==> config.mk <==
export PLATFORM = sky130hd
export DESIGN_NAME = prbs_share_ctrl
export DESIGN_NICKNAME = d
export VERILOG_FILES = /design/src/rtl/prbs_share_ctrl_pkg.sv /design/src/rtl/lfsr7_core.sv /design/src/rtl/prbs_share_ctrl.sv
export SDC_FILE = /design/constraint.sdc
export NUM_CORES = 1
export LEC_CHECK = 0
export CAP_MARGIN = 20
export CORE_UTILIZATION = 38
export CTS_BUF_LIST = sky130_fd_sc_hd__clkbuf_4 sky130_fd_sc_hd__clkbuf_8 sky130_fd_sc_hd__clkbuf_16
export DETAILED_ROUTE_END_ITERATION = 6
export HOLD_SLACK_MARGIN = 0.03
export PLACE_DENSITY = 0.64
export REMOVE_ABC_BUFFERS = 1
export SYNTH_ARGS = -nofsm -noshare
export SYNTH_HDL_FRONTEND = slang
export SYNTH_HIERARCHICAL = 1
export SYNTH_SLANG_ARGS = --single-unit
==> constraint.sdc <==
create_clock -name clk -period 1.9 [get_ports clk]
set_input_delay 0.19 -clock clk [delete_from_list [all_inputs] [get_ports clk]]
set_output_delay 0.19 -clock clk [all_outputs]
set_load 0.01 [all_outputs]
==> src/rtl/prbs_share_ctrl_pkg.sv <==
// Shared definitions for the shared PRBS controller: FSM states, LFSR geometry
// and the single-step LFSR function.
package prbs_pkg;

  localparam int unsigned LFSR_W = 7;
  localparam int unsigned WORD_W = 8;
  localparam int unsigned TAP_HI = 6;
  localparam int unsigned TAP_LO = 5;

  typedef enum logic [1:0] {
    IDLE,
    RUN,
    RESP
  } state_e;

  // Fibonacci step for x^7 + x^6 + 1: shift left, feed back tap6 ^ tap5.
  function automatic logic [LFSR_W-1:0] lfsr_step(input logic [LFSR_W-1:0] s);
    return {s[LFSR_W-2:0], s[TAP_HI] ^ s[TAP_LO]};
  endfunction

endpackage

==> src/rtl/lfsr7_core.sv <==
// 7-bit LFSR state holder with seed load, zero-seed substitution and an
// inverted-XOR parity output.
module lfsr7_core
  import prbs_pkg::*;
#(
  parameter logic [LFSR_W-1:0] RESET_SEED = 7'h01
) (
  input  logic              clk,
  input  logic              rst,
  input  logic              en,
  input  logic              load,
  input  logic [LFSR_W-1:0] load_val,
  output logic [LFSR_W-1:0] state,
  output logic              parity
);

  if (RESET_SEED == '0) begin : g_bad_seed
    $error("lfsr7_core: RESET_SEED must be non-zero");
  end

  logic [LFSR_W-1:0] state_q;
  logic [LFSR_W-1:0] state_d;

  // An all-zero seed would lock the register up, so it is replaced by RESET_SEED.
  always_comb begin
    state_d = state_q;
    if (load) begin
      state_d = (load_val == '0) ? RESET_SEED : load_val;
    end else if (en) begin
      state_d = lfsr_step(state_q);
    end
  end

  always_ff @(posedge clk) begin
    if (rst) begin
      state_q <= RESET_SEED;
    end else begin
      state_q <= state_d;
    end
  end

  assign state  = state_q;
  assign parity = ~^state_q;

endmodule

==> src/rtl/prbs_share_ctrl.sv <==
// Shares one 7-bit LFSR between two requesters: round-robin grant, STEPS
// advances per grant, then one {parity, lfsr} response word.
module prbs_share_ctrl
  import prbs_pkg::*;
#(
  parameter int unsigned       STEPS      = 7,
  parameter logic [LFSR_W-1:0] RESET_SEED = 7'h01
) (
  input  logic              clk,
  input  logic              rst,
  input  logic              seed_load,
  input  logic [LFSR_W-1:0] seed_val,
  input  logic [1:0]        req,
  output logic [1:0]        gnt,
  output logic              rsp_valid,
  output logic              rsp_id,
  output logic [WORD_W-1:0] rsp_data,
  output logic              busy
);

  if (STEPS < 1 || STEPS > 15) begin : g_bad_steps
    $error("prbs_share_ctrl: STEPS must be in 1..15");
  end

  localparam logic [3:0] STEPS_C = 4'(STEPS);

  state_e            state_q;
  logic              rr_q;
  logic              id_q;
  logic [3:0]        cnt_q;
  logic [1:0]        gnt_q;
  logic              rsp_valid_q;
  logic              rsp_id_q;
  logic [WORD_W-1:0] rsp_data_q;

  logic              win;
  logic [LFSR_W-1:0] lfsr;
  logic              lfsr_par;

  lfsr7_core #(
    .RESET_SEED(RESET_SEED)
  ) u_lfsr (
    .clk     (clk),
    .rst     (rst),
    .en      (state_q == RUN),
    .load    ((state_q == IDLE) && seed_load),
    .load_val(seed_val),
    .state   (lfsr),
    .parity  (lfsr_par)
  );

  always_comb begin
    win = req[rr_q] ? rr_q : ~rr_q;
  end

  // seed_load has priority in IDLE: the request stays pending for a later cycle.
  always_ff @(posedge clk) begin
    if (rst) begin
      state_q     <= IDLE;
      rr_q        <= 1'b0;
      id_q        <= 1'b0;
      cnt_q       <= '0;
      gnt_q       <= '0;
      rsp_valid_q <= 1'b0;
      rsp_id_q    <= 1'b0;
      rsp_data_q  <= '0;
    end else begin
      gnt_q       <= '0;
      rsp_valid_q <= 1'b0;
      case (state_q)
        IDLE: begin
          if (!seed_load && (req != 2'b00)) begin
            gnt_q   <= win ? 2'b10 : 2'b01;
            id_q    <= win;
            cnt_q   <= STEPS_C;
            state_q <= RUN;
          end
        end
        RUN: begin
          cnt_q <= cnt_q - 4'd1;
          if (cnt_q == 4'd1) begin
            state_q <= RESP;
          end
        end
        RESP: begin
          rsp_valid_q <= 1'b1;
          rsp_id_q    <= id_q;
          rsp_data_q  <= {lfsr_par, lfsr};
          rr_q        <= ~id_q;
          state_q     <= IDLE;
        end
        default: state_q <= IDLE;
      endcase
    end
  end

  assign gnt       = gnt_q;
  assign rsp_valid = rsp_valid_q;
  assign rsp_id    = rsp_id_q;
  assign rsp_data  = rsp_data_q;
  assign busy      = (state_q != IDLE);

endmodule

Word-level counts from Yosys, hierarchy flattened --
Index checks and enable logic that the tools add are counted.
Cells by class: $add $sub $neg 1, bitwise operators 5, order comparisons 1, muxes and demuxes 13, reductions and logical operators 14, eq/ne operators 5
Operators by type and width (count):
- 7-bit 2-to-1 mux | 3
- 4-bit case mux with 2 select lines | 1
- 2-bit nonzero test | 4
- 7-bit logical NOT | 1
- 7-bit XNOR reduction | 1
- 2-bit 2-to-1 mux | 3
- 2-bit AND reduction | 3
- 4-bit by 1-bit == test with 1-bit output (second input constant) | 1
- 1-bit 2-to-1 mux | 4
- 4-bit 2-to-1 mux | 1
- 1-bit NOT | 4
- 2-bit case mux with 2 select lines | 1
- 4-bit by 1-bit subtractor with 4-bit output (second input constant) | 1
- 3-bit OR reduction | 1
- 2-bit by 1-bit == test with 1-bit output (second input constant) | 1
- 2-bit == test (second input constant) | 1
- 1-bit logical AND | 2
- 2-bit logical NOT | 1
- 1-bit by 2-bit < comparator with 1-bit output (second input constant) | 1
- 2-bit by 1-bit != test with 1-bit output (second input constant) | 1
- 2-bit != test (second input constant) | 1
- 1-bit logical NOT | 1
- 1-bit XOR | 1
Storage, ports and cells: register bits 27, output and inout bits 13

Logic depth before layout (Yosys ltp) --
depth in word-level cells 4, gate-level depth with buffers 7, gate-level depth less buffers 5

Cells and area by module --
The synthesis kept the hierarchy.
Modules (own cells, without submodules):
- prbs_share_ctrl | cells each 93, area each 815.8 µm², times used 1
- lfsr7_core | cells each 46, area each 391.6 µm², times used 1

Worst setup path before layout --
No wires, ideal clock.
kind reg2reg, start point register state_q[1], end point register u_lfsr.state_q[0] (netlist: u_lfsr/state[0]), path buffers 2, period minus slack after synthesis 1.424 ns, library setup time 0.114 ns, arrival time 1.310 ns, slack 0.476 ns, stages on the path, launching flop included 8, cells stage by stage dfxtp_1 -> or2_1 -> buf_6 -> nor2_1 -> buf_4 -> inv_2 -> a211o_1 -> a21o_1
Between the ends: word-level cells in the longest chain between the ends 3
RTL lines:
- from (decl) | line prbs_share_ctrl.sv:27 | state_e state_q;
- from (signal assigned) | line prbs_share_ctrl.sv:59 | state_q <= IDLE;
- from (signal assigned) | line prbs_share_ctrl.sv:76 | state_q <= RUN;
- from (signal assigned) | line prbs_share_ctrl.sv:82 | state_q <= RESP;
- 2-bit logical NOT | line prbs_share_ctrl.sv:46 | .load ((state_q == IDLE) && seed_load),
- 1-bit logical AND | line prbs_share_ctrl.sv:46
- 7-bit 2-to-1 mux / 2-bit nonzero test (equally long branches)
- to (signal assigned) | line lfsr7_core.sv:38 | state_q <= state_d;
- to (decl) | line lfsr7_core.sv:21 | logic [LFSR_W-1:0] state_q;
Parallel ways exist; a longest one is shown, timed or not. A chain may end at the register's enable or synchronous reset.

Final worst setup path --
start point register state_q[0], end point output port busy
Between the ends: word-level cells in the longest chain between the ends 1
RTL lines:
- 2-bit nonzero test | line prbs_share_ctrl.sv:101 | assign busy = (state_q != IDLE);
- to (decl) | line prbs_share_ctrl.sv:18 | output logic busy
Every way passes these cells.

==> PnR_summary.wiki <==
{| class="wikitable"
! Metric !! Value
|-
| Sequence of cells on the critical path || or2_1 -> clkdlybuf4s50_1
|-
| R2r setup slk || 0.43 ns
|-
| First-pass GRT wire length || 3920 um
|-
| R2R Path Start || state_q[1]
|-
| # IOs || 25
|-
| Drc violations || 0
|-
| Launch point of the worst path || state_q[0]
|-
| DRC violation total after the first TritonRoute iteration || 34
|-
| Final critical-path required period || 1.68 ns
|-
| DP Worst Slack || 0.405 ns
|-
| Peak supply drop || 0.321 mV
|-
| Crit path largest cell delay || 0.56 ns
|-
| Die outline height || 58.4 um
|-
| GRT Total Usage || 15.0%
|-
| Max Freq || 597 MHz
|-
| Final WS setup || 0.225 ns
|-
| Count of warnings emitted by yosys || 6
|-
| Post-route fraction of the period consumed by the critical path || 88.2%
|-
| Area growth syn-to-layout || 24.5%
|-
| Initial antenna violation count || 0
|-
| Clock-pin transition on the worst setup and hold timing paths || 0.14 ns
|-
| Sum of buffers and inverters on the critical path || 1
|-
| Mapped cell area || 1210 um^2
|-
| Leakage || 0.552 nW
|-
| Wire length per cell after detailed routing || 11.6 um
|-
| Worst slew slack as a fraction of its limit || 57.6%
|-
| Path type of the worst setup path || flop to primary output
|-
| Mean cell area of the mapped netlist || 8.69 um^2
|-
| Status || finished, final reports clean
|-
| Count of standard-cell rows || 20
|-
| Proportion of layout cells with a drive suffix above 1 || 9.88%
|-
| Setup TNS after final layout || 0 ns
|-
| Crit path launch type || flop
|-
| DIE AREA || 3410 um^2
|-
| Path class of the lowest-slack min-delay path || input pin to flop
|-
| Cell count after placement || 202
|-
| Number of failing setup endpoints in the final timing report || 0
|-
| Leading cell type in the layout, fill and taps excluded || sky130_fd_sc_hd__nand2_1
|-
| Grt total ovfl || 0
|-
| Hold Startpoint || seed_val[4]
|-
| Arrival time at the worst endpoint || 1.49 ns
|-
| Share of synthesized area occupied by flip-flops and latches || 44.8%
|-
| Area taken by multi-input logic gates || 592 um^2
|-
| Final layout net count || 177
|-
| Via count of the first global-routing pass || 887
|-
| Synthesized instance count || 139
|-
| Placeable core region || 3030 um^2
|-
| Storage element area || 541 um^2
|-
| Number of setup buffers added after CTS || 0
|-
| Unique cell type count in the Yosys netlist || 34
|-
| Max cap viols || 0
|-
| Worst slew pin tran || 0.634 ns
|-
| Worst Setup End Kind || primary output
|-
| Kind of cell with the highest combined delay on the critical path || buffers and inverters
|-
| CP required || 1.71 ns
|-
| Clock tree from TritonCTS || built
|-
| Via count || 990
|-
| Die span in x || 58.4 um
|-
| Detailed-route wire length || 2380 um
|-
| DR vias/cell || 4.81
|-
| CTS Root Buffer Type || sky130_fd_sc_hd__clkbuf_4
|-
| Final-layout fill cell count || 292
|-
| Commonest non-fill, non-tap cells in the layout || sky130_fd_sc_hd__nand2_1, sky130_fd_sc_hd__dfxtp_1, sky130_fd_sc_hd__clkdlybuf4s50_1
|-
| Total CTS buffers || 3
|-
| Routability congestion estimate from global placement || 0.729
|-
| Number of H-tree levels || 1
|-
| Count of pins over their slew limit || 0
|-
| Slowest library cell on the worst path || sky130_fd_sc_hd__clkdlybuf4s50_1
|-
| Estimated wirelength of the detail-placed design || 1770 um
|-
| Number of synthesized register bits || 27
|-
| Number of sinks driven by the clock tree || 27
|-
| Maximum number of pins on one net before global-route repair || 19
|-
| DRT Pass-1 Iters || 4
|-
| RSZ-0062 raised after global routing || false
|-
| Port Buffers || 24
|-
| Critical-path maximum fanout || 5
|-
| Power density of the placed cells || 735 nW/um^2
|-
| Gates resized, CTS repair || 0
|-
| Final hold viol count || 0
|-
| Starting density of the core || 39.9%
|-
| Clock Skew || 0.00562 ns
|-
| Inserted Diodes || 0
|-
| Number of antenna-violating nets in the routed design || 0
|-
| Final Instance Count excl. Fillers || 206
|-
| Cts-stage hold buffer count || 0
|-
| Worst-case clock buffer depth || 2
|-
| Insertion delay to the later sink of the worst-skew pair || 0.32 ns
|}
[kinds of logic after synthesis]
family | count (synthesis) | share of synthesized area [%]
and+or+nand+nor | 53 | 20.5
AOI/OAI and AO/OA | 29 | 14.9
DFF | 27 | 44.8
buffers and inverters | 14 | 6.22
xor gates and xnor gates | 7 | 5.08
adders and majority gates | 2 | 2.07
muxes | 7 | 6.42
[routing by layer]
metal	track usage, %	wire (um)
met3	2.64	43
met1	18.5	1130
met2	25.9	1170
met5	0	0
met4	6.12	34
[synth_stat cells]
cell type	n	area [um^2]
sky130_fd_sc_hd__buf_6	2	22.5
sky130_fd_sc_hd__nand2b_1	2	12.5
sky130_fd_sc_hd__or3b_2	1	8.76
sky130_fd_sc_hd__a21oi_1	18	90.1
sky130_fd_sc_hd__a211o_1	1	8.76
sky130_fd_sc_hd__a21o_1	2	15.0
sky130_fd_sc_hd__xor2_1	2	17.5
sky130_fd_sc_hd__a221oi_2	1	15.0
sky130_fd_sc_hd__nor4_1	1	6.26
sky130_fd_sc_hd__o31ai_2	1	12.5
sky130_fd_sc_hd__nor2b_1	2	12.5
sky130_fd_sc_hd__ha_1	2	25.0
sky130_fd_sc_hd__nor2_1	4	15.0
sky130_fd_sc_hd__o21ai_0	1	5.00
sky130_fd_sc_hd__dfxtp_1	27	541
sky130_fd_sc_hd__nand3_1	1	5.00
sky130_fd_sc_hd__or2b_1	1	7.51
sky130_fd_sc_hd__nand2_1	32	120
sky130_fd_sc_hd__nor3_1	3	15.0
sky130_fd_sc_hd__inv_2	1	3.75
sky130_fd_sc_hd__mux2_1	2	22.5
sky130_fd_sc_hd__a31oi_1	3	18.8
sky130_fd_sc_hd__o211ai_1	1	7.51
sky130_fd_sc_hd__or3_1	2	12.5
sky130_fd_sc_hd__mux2i_1	1	10.0
sky130_fd_sc_hd__buf_4	2	15.0
sky130_fd_sc_hd__nand3b_1	1	7.51
sky130_fd_sc_hd__mux2_2	4	45.0
sky130_fd_sc_hd__nor3b_2	1	12.5
sky130_fd_sc_hd__inv_1	5	18.8
sky130_fd_sc_hd__clkbuf_1	4	15.0
sky130_fd_sc_hd__xnor2_1	5	43.8
sky130_fd_sc_hd__or2_1	2	12.5
sky130_fd_sc_hd__o21bai_1	1	7.51
[state kept, by name, indices dropped and copies added (netlist names)]
| register | flops |
|---|---|
| cnt_q | 4 |
| gnt | 2 |
| id_q | 1 |
| rr_q | 1 |
| rsp_data | 8 |
| rsp_id | 1 |
| rsp_valid | 1 |
| state_q | 2 |
| u_lfsr/state | 7 |
[stage by stage]
stage          instance area [um^2]  hold slack (ns)  util [%]  total power, W
3_5_place_dp                   1470            0.453      48.6        0.000855
4_1_cts                        1500            0.430      49.6         0.00111
3_3_place_gp                   1470            0.444      48.6        0.000849
6_report                       1500            0.435      49.6         0.00111
2_1_floorplan                  1150            0.256         -        0.000772
5_1_grt                        1500            0.409      49.6         0.00117
[worst paths after layout]
kind,endpoint,depth (start not counted)
setup / recovery,busy,2
hold / removal,u_lfsr/state[4],3
setup reg to reg,u_lfsr/state[1],5
hold reg to reg,rsp_id,2
[power by group]
group	leakage (nW)	switching [W]	total, W	internal (W)
sequential	0.220	0.0000280	0.000626	0.000598
combinational	0.313	0.000105	0.000218	0.000113
clock	0.0184	0.000165	0.000261	0.0000965
[worst reg2reg max path: cells and delay by family, from the launching register on]
kind                   cells  cell delay [ns]
and+or+nand+nor            2             0.30
AOI/OAI and AO/OA          1             0.08
muxes                      1             0.37
DFF                        1             0.36
buffers and inverters      1             0.27
[final cells by class]
| cell class | instances | share of cell area (%) |
|---|---|---|
| Inverter | 6 | 1.50 |
| Sequential cell | 27 | 36.0 |
| Multi-Input combinational cell | 98 | 39.4 |
| Timing Repair Buffer | 27 | 17.5 |
| Clock buffer | 4 | 2.00 |
| Tap cell | 44 | 3.66 |
No activity file was read; power rests on OpenSTA's default activity.
